--- config.mk ---
export PLATFORM = sky130hd
export DESIGN_NAME = tdm_demux4
export DESIGN_NICKNAME = d
export VERILOG_FILES = /design/src/rtl/tdm_pkg.sv /design/src/rtl/tdm_slot_ctr.sv /design/src/rtl/tdm_demux4.sv
export SDC_FILE = /design/constraint.sdc
export NUM_CORES = 1
export LEC_CHECK = 0
export ABC_AREA = 1
export CORE_MARGIN = 4
export CORE_UTILIZATION = 44
export CTS_BUF_LIST = sky130_fd_sc_hd__clkbuf_16
export CTS_CLUSTER_DIAMETER = 120
export DETAILED_ROUTE_END_ITERATION = 10
export HOLD_SLACK_MARGIN = 0.15
export PLACE_DENSITY = 0.72
export SYNTH_ARGS = -nofsm -noshare
export SYNTH_HDL_FRONTEND = slang
export SYNTH_HIERARCHICAL = 1
export SYNTH_SLANG_ARGS = --single-unit
--- constraint.sdc ---
create_clock -name clk -period 1.1 [get_ports clk]
set_input_delay 0.22 -clock clk [delete_from_list [all_inputs] [get_ports clk]]
set_output_delay 0.22 -clock clk [all_outputs]
set_load 0.005 [all_outputs]
--- src/rtl/tdm_pkg.sv ---
// Shared types and constants for the four-slot TDM demultiplexer.
//   tdm_state_t : frame alignment state (HUNT searching for sync, LOCKED aligned)
//   N_SLOTS     : slots per frame
//   SLOT_W      : width of a slot index
//   FCNT_W      : width of the published-frame counter
package tdm_pkg;

  typedef enum logic [0:0] {
    HUNT,
    LOCKED
  } tdm_state_t;

  localparam int unsigned N_SLOTS = 4;
  localparam int unsigned SLOT_W  = 2;
  localparam int unsigned FCNT_W  = 8;

endpackage

--- src/rtl/tdm_slot_ctr.sv ---
// Slot position counter for the TDM demultiplexer.
// Ports:
//   clk, rst_n : clock, asynchronous active-low reset
//   inc        : advance to the next slot (3 wraps to 0)
//   load0      : slot 0 was just captured, next slot is 1
//   clr        : return to slot 0
//   slot       : index of the next slot to be captured
//   last       : high while the next slot is the final slot of the frame
module tdm_slot_ctr
  import tdm_pkg::*;
(
  input  logic              clk,
  input  logic              rst_n,
  input  logic              inc,
  input  logic              load0,
  input  logic              clr,
  output logic [SLOT_W-1:0] slot,
  output logic              last
);

  logic [SLOT_W-1:0] slot_q, slot_d;

  always_comb begin
    slot_d = slot_q;
    if (clr) begin
      slot_d = '0;
    end else if (load0) begin
      slot_d = SLOT_W'(1);
    end else if (inc) begin
      slot_d = slot_q + SLOT_W'(1);
    end
  end

  always_ff @(posedge clk or negedge rst_n) begin
    if (!rst_n) begin
      slot_q <= '0;
    end else begin
      slot_q <= slot_d;
    end
  end

  assign slot = slot_q;
  assign last = (slot_q == SLOT_W'(N_SLOTS - 1));

endmodule

--- src/rtl/tdm_demux4.sv ---
// Four-slot time-division demultiplexer.
// Rebuilds each 4-slot frame of a serial TDM stream into a parallel word, tracks
// frame alignment from the sync marker and flags sync violations.
// Ports:
//   clk, rst_n : clock, asynchronous active-low reset
//   en         : slot strobe, din/sync are only sampled when high
//   sync       : frame marker, expected with the slot-0 strobe
//   din        : serial slot data
//   q          : last complete frame, q[W*k +: W] is slot k
//   q_valid    : one-cycle pulse when q is updated
//   slot       : index of the next slot to be captured
//   locked     : high while frame-aligned
//   sync_err   : one-cycle pulse on an early or missing sync
//   frame_cnt  : number of published frames, wrapping
module tdm_demux4
  import tdm_pkg::*;
#(
  parameter int unsigned W = 1
) (
  input  logic              clk,
  input  logic              rst_n,
  input  logic              en,
  input  logic              sync,
  input  logic [W-1:0]      din,
  output logic [4*W-1:0]    q,
  output logic              q_valid,
  output logic [SLOT_W-1:0] slot,
  output logic              locked,
  output logic              sync_err,
  output logic [FCNT_W-1:0] frame_cnt
);

  tdm_state_t state_q, state_d;

  logic              last;
  logic              ctr_inc, ctr_load0, ctr_clr;
  logic              shadow_we, publish, err;
  logic [SLOT_W-1:0] shadow_idx;

  // Slots 0..2 wait here; slot 3 goes straight into q on publish.
  logic [N_SLOTS-2:0][W-1:0] shadow_q;
  logic [4*W-1:0]            q_q;
  logic                      q_valid_q, sync_err_q;
  logic [FCNT_W-1:0]         frame_cnt_q;

  tdm_slot_ctr u_slot_ctr (
    .clk   (clk),
    .rst_n (rst_n),
    .inc   (ctr_inc),
    .load0 (ctr_load0),
    .clr   (ctr_clr),
    .slot  (slot),
    .last  (last)
  );

  // State register
  always_ff @(posedge clk or negedge rst_n) begin
    if (!rst_n) begin
      state_q <= HUNT;
    end else begin
      state_q <= state_d;
    end
  end

  // Next-state logic
  always_comb begin
    state_d = state_q;
    if (en) begin
      unique case (state_q)
        HUNT:    if (sync) state_d = LOCKED;
        LOCKED:  if (!sync && slot == '0) state_d = HUNT;
        default: state_d = HUNT;
      endcase
    end
  end

  // Per-strobe actions
  always_comb begin
    ctr_inc    = 1'b0;
    ctr_load0  = 1'b0;
    ctr_clr    = 1'b0;
    shadow_we  = 1'b0;
    publish    = 1'b0;
    err        = 1'b0;
    shadow_idx = sync ? '0 : slot;
    if (en) begin
      unique case (state_q)
        HUNT: begin
          if (sync) begin
            shadow_we = 1'b1;
            ctr_load0 = 1'b1;
          end
        end
        LOCKED: begin
          if (sync) begin
            // Early sync drops the partial frame and restarts at slot 0.
            err       = (slot != '0);
            shadow_we = 1'b1;
            ctr_load0 = 1'b1;
          end else if (slot == '0) begin
            err     = 1'b1;
            ctr_clr = 1'b1;
          end else if (last) begin
            publish = 1'b1;
            ctr_inc = 1'b1;
          end else begin
            shadow_we = 1'b1;
            ctr_inc   = 1'b1;
          end
        end
        default: ;
      endcase
    end
  end

  // Shadow, output word and frame counter
  always_ff @(posedge clk or negedge rst_n) begin
    if (!rst_n) begin
      shadow_q    <= '0;
      q_q         <= '0;
      q_valid_q   <= 1'b0;
      sync_err_q  <= 1'b0;
      frame_cnt_q <= '0;
    end else begin
      q_valid_q  <= publish;
      sync_err_q <= err;
      if (shadow_we) begin
        shadow_q[shadow_idx] <= din;
      end
      if (publish) begin
        q_q         <= {din, shadow_q};
        frame_cnt_q <= frame_cnt_q + FCNT_W'(1);
      end
    end
  end

  assign q         = q_q;
  assign q_valid   = q_valid_q;
  assign sync_err  = sync_err_q;
  assign frame_cnt = frame_cnt_q;
  assign locked    = (state_q == LOCKED);

endmodule
==> summary.txt <==
Worst setup path
  – CP arrival: 1380 ps
  – Crit path max-delay family: flip-flops
  – Buf/Inv on CP: 2
  – Critical Path End Type: register
  – Required time worst endpoint: roughly 1200 ps
  – CP cell instances: ha_4 > nand2_4 > inv_4 > nand3_4 > buf_6 > xnor2_2
  – CP max stage delay: 430 ps
  – CP Launch Type: register
  – Crit path max fanout: 5
  – CP max stage cell: dfrtp_2
  – Crit Path Class: register to register

Drt
  – Total number of vias: 1024
  – Post-Route WL: 2850 um
  – Routed Antenna Nets: 0
  – Iteration-0 DRC Markers: 27
  – Routed wire per std cell: 13.8 um
  – DRT Pass-1 Iters: 4
  – Vias per cell: approximately 4.9
  – Remaining DRCs: 0

Global route
  – First-pass GRT wire length: roughly 4300 um
  – Overall routing resource usage: 0.173
  – Initial antenna violation count: 0
  – GRT overflow: 0
  – Vias in the first global route: 986
  – Pin count of the biggest net entering global routing: 21

Floorplanning
  – Die height: around 56 um
  – Row count: 17
  – Die area: 3140 sq um
  – CORE AREA: 2210 sq um
  – Die width: 56.0 um
  – # IOs: 22
  – Initial core utilization: 0.459

Finish
  – Layout cells sized above 1: 0.453
  – # nets final: roughly 190
  – Area growth syn-to-layout: 71.8%
  – Final core occ: 0.788
  – Final Cell Area: ~1700 sq um
  – ANT cells: 0

Power and ir drop
  – LEAKAGE: 0.893 nW
  – Peak VDD IR: 1.55 mV
  – PwrDens: 1730 nW/um^2

CTS
  – TritonCTS clock tree: done
  – Worst-skew pair later-pin latency: 250 ps
  – Hold Buf Count CTS: 0
  – Root Buffer: clkbuf_16
  – H-tree lvl count: 1
  – Sink Count: 20
  – Longest Clk Path Bufs: 2
  – CTS buffer count: 3
  – Clock-pin slew on the worst setup and hold paths: 50 ps

Logic synthesis
  – Synthesized net count: 132
  – Most frequent cell after synthesis: nand2_1
  – Synth cell count leaders: nand2_1 (42), dfrtp_1 (20), inv_1 (14), nand3_1 (9), nor2_1 (8)
  – Syn Area/Cell: 8.25 sq um
  – Synth top area share: 0.493
  – Post-synthesis sequential area ratio: 0.493
  – Synth unique cells: 20
  – Post-synth EDFFs: 0
  – Synth top area cells: dfrtp_1 (49%), nand2_1 (16%), inv_1 (5.2%), ha_1 (4.9%), nand3_1 (4.4%)
  – Synth Register Bits: 20
  – Syn. warnings: 6
  – Most used DFF post-synth: dfrtp_1
  – Post-synth top area cell: dfrtp_1
  – Synthesized area: 1010 sq um
  – Fraction of registers with async set/reset: 1.00
  – Mapped Cells: 123

Timing
  – Final Hold Vio Count: 0
  – RSZ-0062 raised after global routing: true
  – Max_slew headroom: 0.860
  – Endpoints failing setup: 17
  – PnR worst setup slack: -148 ps
  – Pin slew with the least headroom to its limit: approximately 210 ps
  – Final Max Tran Viols: 0
  – Final worst path period share: 1.13
  – WHS: around 330 ps
  – Final Critical Period: 1250 ps
  – Fmax: between 800 and 900 MHz
  – Fin Setup TNS: -1680 ps
  – Skew final: between 1.5 and 2 ps

Worst hold path
  – Hold Crit Class: input port to async pin

Run status
  – Status: finished with violations
  – Violated checks: setup timing

Placed design
  – PortBufs: 21
  – Hpwl dp: 1620 um
  – Routability Congestion: 0.772
  – Area after DPL: 1370 sq um

Flow run
  – Max_cap viols: 0
## worst reg2reg max path, cell delays in order (launching register included)
cell	delay, ps
dfrtp_2	430
ha_4	160
nand2_4	50
inv_4	70
nand3_4	120
buf_6	170
xnor2_2	120
## registers in the layout, summed over array words and instances, names as in the netlist
signal and count:
u_slot_ctr/slot 2, locked 1, q 4, shadow_q 3, q_valid 1, sync_err 1
frame_cnt 8
## cell families (layout without fill, tap and decap cells)
group | count (synthesis) | count (layout) | synth area share
xor+xnor | 2 | 2 | 0.0173
fa+ha+maj | 4 | 4 | 0.0493
simple gates | 70 | 71 | 0.316
compound gates | 6 | 6 | 0.0308
buf+inv | 21 | 76 | 0.0937
flops | 20 | 20 | 0.493
## through the flow
step	cells	worst slack [ps]	total power, mW
after floorplan	123	-110	1.38
after global placement	185	-326	1.77
after detailed placement	185	-373	1.81
after CTS	205	-121	2.82
after global routing	207	-218	3.20
final	207	-148	3.01
## cell usage in the layout, fill, tap and decap left out, types with 2 or more instances in the layout
cell type        netlist  final
nor2_2                 0      2
inv_2                  4      5
nand3_4                1      2
inv_4                  0      3
clkdlybuf4s15_1        0     12
buf_4                  0     25
nand2_2                2     15
dfrtp_2                0      2
ha_4                   0      3
clkdlybuf4s50_1        0      3
nor2_1                 8      5
nand2_1               42     28
o21ai_1                3      3
inv_1                 14     11
nand3b_1               2      2
buf_6                  2      8
nand3_1                9      8
nor3_2                 1      3
dfrtp_1               20     18
nand2_4                1      2
clkbuf_16              0      3
## where the power goes
| group | total (mW) | leakage [nW] | switching [mW] | internal (mW) |
|---|---|---|---|---|
| sequential | 1.02 | 0.266 | 0.134 | 0.884 |
| clock | 0.732 | 0.0385 | 0.249 | 0.483 |
| combinational | 1.26 | 0.588 | 0.586 | 0.673 |
## final timing paths
path,start,to,slack [ps],cells past startpoint
min reg2reg,q[1]$_DFFE_PN0P_,q[1]$_DFFE_PN0P_,480,2
max in group asynchronous,rst_n,u_slot_ctr/slot[0]$_DFFE_PN0P_,630,2
min,rst_n,frame_cnt[4]$_DFFE_PN0P_,330,2
max,u_slot_ctr/slot[1]$_DFFE_PN0P_,frame_cnt[0]$_DFFE_PN0P_,-150,6
min in group clk,en,sync_err$_DFF_PN0_,460,4
max reg2reg,u_slot_ctr/slot[1]$_DFFE_PN0P_,frame_cnt[0]$_DFFE_PN0P_,-150,6
## routing by layer
metal,GRT usage,share of wire,wire (um),vias up
met5,0,0,0,-
met4,0.0508,0.020,57,0
met3,0.0302,0.043,122,8
met2,0.317,0.56,1600,36
met1,0.203,0.38,1070,486
li1,-,-,-,494
## area by class of cell
class	count	area (sq um)
repair buffers	52	474
flip-flops and latches	20	503
repair inverters	1	3.75
well taps	28	35.0
inverters	19	83.8
clock buffers	3	75.1
fillers	150	469
clock inverters	1	3.75
multi-input cells	83	564
## what timing repair did
action                     in CTS  in global routing
setup buffers                  14                  2
cloned                          2                  0
setup endpoints to repair      35                 26
pin swaps                      12                 17
gates resized for setup        56                 35
No activity file was read; power rests on OpenSTA's default activity.
==> RTL change 1: new RTL, same flow settings <==
Add an input register stage for `en`, `sync` and `din`, without a reset; this delays them by one clock. Comments in the files are not updated.
--- a/src/rtl/tdm_demux4.sv
+++ b/src/rtl/tdm_demux4.sv
@@ -29,6 +29,16 @@
   output logic              sync_err,
   output logic [FCNT_W-1:0] frame_cnt
 );
+
+  logic en_q;
+  logic sync_q;
+  logic [W-1:0] din_q;
+
+  always_ff @(posedge clk) begin
+    en_q   <= en;
+    sync_q <= sync;
+    din_q  <= din;
+  end
 
   tdm_state_t state_q, state_d;
 
@@ -65,10 +75,10 @@
   // Next-state logic
   always_comb begin
     state_d = state_q;
-    if (en) begin
+    if (en_q) begin
       unique case (state_q)
-        HUNT:    if (sync) state_d = LOCKED;
-        LOCKED:  if (!sync && slot == '0) state_d = HUNT;
+        HUNT:    if (sync_q) state_d = LOCKED;
+        LOCKED:  if (!sync_q && slot == '0) state_d = HUNT;
         default: state_d = HUNT;
       endcase
     end
@@ -82,17 +92,17 @@
     shadow_we  = 1'b0;
     publish    = 1'b0;
     err        = 1'b0;
-    shadow_idx = sync ? '0 : slot;
-    if (en) begin
+    shadow_idx = sync_q ? '0 : slot;
+    if (en_q) begin
       unique case (state_q)
         HUNT: begin
-          if (sync) begin
+          if (sync_q) begin
             shadow_we = 1'b1;
             ctr_load0 = 1'b1;
           end
         end
         LOCKED: begin
-          if (sync) begin
+          if (sync_q) begin
             // Early sync drops the partial frame and restarts at slot 0.
             err       = (slot != '0);
             shadow_we = 1'b1;
@@ -125,10 +135,10 @@
       q_valid_q  <= publish;
       sync_err_q <= err;
       if (shadow_we) begin
-        shadow_q[shadow_idx] <= din;
+        shadow_q[shadow_idx] <= din_q;
       end
       if (publish) begin
-        q_q         <= {din, shadow_q};
+        q_q         <= {din_q, shadow_q};
         frame_cnt_q <= frame_cnt_q + FCNT_W'(1);
       end
     end
Function: changed (a bounded check fails within 4 cycles, from zero or initial values and one cycle with rst_n low).
==> RTL change 1 against the original RTL <==
- the flow still finishes with violations (negative setup slack)
- final cell count increased by 4.3%
- design area increased by 6.5%
- largest cell class is now flip-flops and latches
- total power increased by 8.1%
- area after synthesis increased by 5.4%
- first-iteration DRC count decreased by 11%
- worst setup slack got worse by 0.16 ns
- wire length increased by 17%
- die area increased by 4.7%
- sequential cell count increased by 3
- critical path type unchanged
- sequential power increased by 9%
- clock skew increased by 0.0017 ns
==> RTL change 1: results (changes against the original RTL) <==
metric	value	unit	change
status	complete, but fails checks		
ys_top_cells_by_area	dfrtp_1 47%, nand2_1 15%, dfxtp_1 5.6%		
drt_wl_total	3.32	mm	+17%
p_leak	0.934	nW	+4.6%
insertion_delay	0.26	ns	
violations	negative setup slack		
max_slew.worst_pin.slew	0.292	ns	+0.0834 ns
grt_max_degree	21		unchanged
grt_pass1_vias	1069		+8.4%
antenna_found_initial	0		unchanged
clock-skew-final	0.00348	ns	+0.00173 ns
grt_util_all_layers	0.182		+0.00912
cts.clk_slew.worst_paths	0.06	ns	
drive_above_1_share	0.436		-0.0163
critPathMaxStageDelay	0.46	ns	+0.03 ns
grt_pass1_wl	4.60	mm	+6.6%
gp_congestion	0.789		+2.3%
seq_area_frac_synth	0.524		+0.0308
async_flop_share	0.870		-0.130
fillerInstances	130		-13%
dpl_worst_slack	-0.292	ns	+0.0814 ns
syn_area_per_cell	8.49	um^2	+2.9%
cts_root_buffer	clkbuf_16		
placed_area	1450	um^2	+5.7%
dp.cells	191		+3.2%
nets	198		+4.8%
cts_max_level	1		unchanged
critical_path.max_fanout	4		-1
drtIter0Drc	24		-11%
viasPerCell	5.17		+4.4%
setup_viol	21		+4
synth_nets	135		+2.3%
arrival	1.54	ns	+0.16 ns
antennaDiodeCount	0		unchanged
vdd_drop_max	1750	uV	+13%
cts_buffers	3		unchanged
fin_tns_setup	-4.08	ns	-2.40 ns
worst_slack	-0.308	ns	-0.160 ns
wire_per_inst	15.4	um	+12%
hold_path.class	input port to asynchronous set/reset pin		
hpwl	1.81	mm	+11%
## RTL change 1: changes by cell type after synthesis
cell | unedited run | this run
dfxtp_1 | 0 | 3
nor3_1 | 3 | 4
nor3_2 | 1 | 0
## RTL change 1: where the power goes
part	internal [mW]	leakage, nW	switching (mW)
clock	0.485	0.0423	0.297
sequential	0.990	0.292	0.121
combinational	0.700	0.600	0.660
total	2.17	0.934	1.08
## RTL change 1: per-stage QoR
step / hold slack (ns) / utilization
6_report: 0.308 / 0.823
5_1_grt: 0.329 / 0.823
4_1_cts: 0.319 / 0.747
3_5_place_dp: 0.470 / 0.642
3_3_place_gp: 0.458 / 0.642
2_1_floorplan: -0.0756 / -
## RTL change 1: timing repair
item,in CTS,in global routing
endpoints found under the setup margin,36,22
hold buffers,0,0
buffers inserted,11,12
hold endpoints to repair,0,0
gates resized for setup,59,39
pin swaps,6,23
## RTL change 1: area by class of cell
class	count	area [um^2]	area share
inverters	19	87.6	0.0472
repair buffers	60	554	0.299
well taps	28	35.0	0.0189
flip-flops and latches	23	563	0.303
clock buffers	3	75.1	0.0405
multi-input cells	82	537	0.289
clock inverters	1	3.75	0.00202
## RTL change 1: logic make-up (layout without fill, tap and decap cells)
| family | Yosys count | count (layout) | synth area share |
|---|---|---|---|
| buffers and inverters | 21 | 83 | 0.0889 |
| AOI/OAI and AO/OA | 6 | 6 | 0.0292 |
| adders and majority gates | 4 | 4 | 0.0468 |
| xor gates and xnor gates | 2 | 2 | 0.0164 |
| DFF | 23 | 23 | 0.524 |
| and+or+nand+nor | 70 | 70 | 0.295 |
## RTL change 1: metal layers
metal | global-route usage | share of wire
met4 | 0.0695 | 0.053
met2 | 0.349 | 0.53
met3 | 0.0385 | 0.053
met5 | 0 | 0
met1 | 0.191 | 0.36
## RTL change 1: final timing paths
kind / startpoint / end / slack (ns) / depth (start not counted)
setup / recovery: u_slot_ctr/slot[0] / u_slot_ctr/slot[0] / -0.31 / 10
hold / removal: rst_n / frame_cnt[2] / 0.31 / 2
setup reg to reg: u_slot_ctr/slot[0] / u_slot_ctr/slot[0] / -0.31 / 10
hold reg to reg: shadow_q[2] / q[2] / 0.48 / 2
max in group asynchronous: rst_n / u_slot_ctr/slot[0] / 0.65 / 2
min in group clk: din / din_q / 0.40 / 1
==> RTL change 2: new RTL, config.mk and constraints unchanged <==
Made on the original files. The package constant `SLOT_W` goes from 2 to 3.
--- a/src/rtl/tdm_pkg.sv
+++ b/src/rtl/tdm_pkg.sv
@@ -11,7 +11,7 @@
   } tdm_state_t;
 
   localparam int unsigned N_SLOTS = 4;
-  localparam int unsigned SLOT_W  = 2;
+  localparam int unsigned SLOT_W  = 3;
   localparam int unsigned FCNT_W  = 8;
 
 endpackage
Interface: changed (resized slot); port bits go from 22 to 23. No check against the original RTL was run, so the function may have changed too.
==> RTL change 2 against the original RTL <==
- the run still ends with negative setup slack left
- wire length rose by 1.4%
- worst setup slack got worse by 0.18 ns
- design area rose by 0.29%
- area after synthesis rose by 4.8%
- synthesized cell count rose by 3.3%
- total power rose by 23%
- clock skew rose by 0.0016 ns
- sequential cell count rose by 1
- sequential power rose by 9.8%
- largest cell class unchanged
==> RTL change 2: results (changes against the original RTL) <==
metric	value	unit	change
insertion_delay	0.25	ns	about the same
seq_area_frac_synth	0.494		+0.000899
synth_common_cells	41 x nand2_1, 21 x dfrtp_1, 18 x inv_1		
worst_slack	-0.333	ns	-0.185 ns
gp_congestion	0.893		+16%
vias	1024		unchanged
arrival	1.57	ns	+0.19 ns
synth_nets	137		+3.8%
synth_mux_area_frac	0		unchanged
fin_tns_setup	-6.14	ns	-4.46 ns
grt_pass1_wl	4.64	mm	+7.5%
wire_per_inst	13.8	um	+0.40%
yosysTopAreaCellShare	0.494		+0.000899
vdd_drop_max	1480	uV	-4.2%
async_flop_share	1.00		unchanged
cts_buffers	3		unchanged
synth_cells	127		+3.3%
grt_max_degree	22		+4.8%
critical_path.max_fanout	6		+1
setup_viol	23		+6
drive_above_1_share	0.403		-0.0492
dpl_worst_slack	-0.443	ns	-0.0700 ns
grt_pass1_vias	1023		+3.8%
yosys.area_share.xor_xnor	0.0647		+0.0474
synth-compound-area-share	0.0318		+0.000939
clock-skew-final	0.00333	ns	+0.00158 ns
drtIter0Drc	11		-59%
r2r-end	frame_cnt[0]		
synth_cell_types	21		+5.0%
status	complete, but fails checks		
dr.pass1.iters	4		unchanged
violations	negative setup slack		
largest_reg_flops	8		unchanged
crit_start	u_slot_ctr/slot[0]		
cts_max_level	1		unchanged
dp.cells	196		+5.9%
p_leak	0.935	nW	+4.7%
max_slew.worst_pin.slew	0.259	ns	+0.0507 ns
hpwl	1.80	mm	+11%
nets	192		+1.6%
buffer_ports.inserted	22		+4.8%
drt_wl_total	2.89	mm	+1.4%
clockBufferDepth	2		unchanged
hold_path.class	input port to asynchronous set/reset pin		
reg2regPathDepth	7		+1
synthAdderAreaFrac	0.0588		+0.00950
ys_top_cells_by_area	dfrtp_1 49%, nand2_1 14%, inv_1 6.4%		
grt_util_all_layers	0.190		+0.0170
## RTL change 2: through the flow
stage               area (um^2)   util  power [mW]
finish                     1750  0.775        3.70
global route               1750  0.775        3.95
CTS                        1670  0.743        3.44
detailed placement         1500  0.663        2.47
global placement           1500  0.663        2.42
floorplan                  1090      -        1.78
## RTL change 2: critical path, cell delays in order, from the launching register on
cell and delay [ns]:
dfrtp_1 0.37, ha_2 0.20, ha_4 0.13, inv_2 0.04
nor3_4 0.14, nand2_4 0.13, buf_6 0.15, xor2_2 0.14
## RTL change 2: kinds of logic after synthesis
logic type	Yosys count
adder cells (fa/ha/maj)	5
buffers and inverters	21
flip-flops	21
XOR/XNOR	7
AND/OR/NAND/NOR	67
AO/OA/AOI/OAI	6
## RTL change 2: repair_timing
item                                    in CTS  in global routing
gates cloned                                 0                  0
endpoints found under the setup margin      38                 33
resized for setup                           50                 30
setup buffers                                7                  3
pin swaps                                    4                  4
## RTL change 2: layer usage
metal / global-route usage / vias up / share of wire
li1: - / 496 / -
met4: 0.109 / 0 / 0.045
met5: 0 / - / 0
met1: 0.188 / 479 / 0.35
met3: 0.0520 / 11 / 0.056
met2: 0.351 / 38 / 0.55
## RTL change 2: area by class of cell
cell class                      instances  area, um^2
Tap cell                               28        35.0
Timing Repair Buffer                   51         462
Clock inverter                          1        5.00
Fill cell                             152         507
Multi-Input combinational cell         85         566
Clock buffer                            3        75.1
Inverter                               20        80.1
Sequential cell                        21         526
## RTL change 2: power breakdown
part           switching [mW]  total (mW)  internal, mW
clock                   0.270       0.758         0.488
sequential              0.133        1.12         0.982
combinational           0.929        1.83         0.899
total                    1.33        3.70          2.37
## RTL change 2: how the worst min path moves through the flow
| stage | from | to | slack, ns | cells past startpoint |
|---|---|---|---|---|
| detailed placement | shadow_q[0] | q[0] | 0.47 | 2 |
| global placement | shadow_q[0] | q[0] | 0.46 | 2 |
| CTS | rst_n | q[1] | 0.32 | 2 |
| global route | rst_n | frame_cnt[5] | 0.34 | 2 |
| floorplan | rst_n | frame_cnt[0] | -0.08 | 0 |
| finish | rst_n | frame_cnt[5] | 0.31 | 2 |
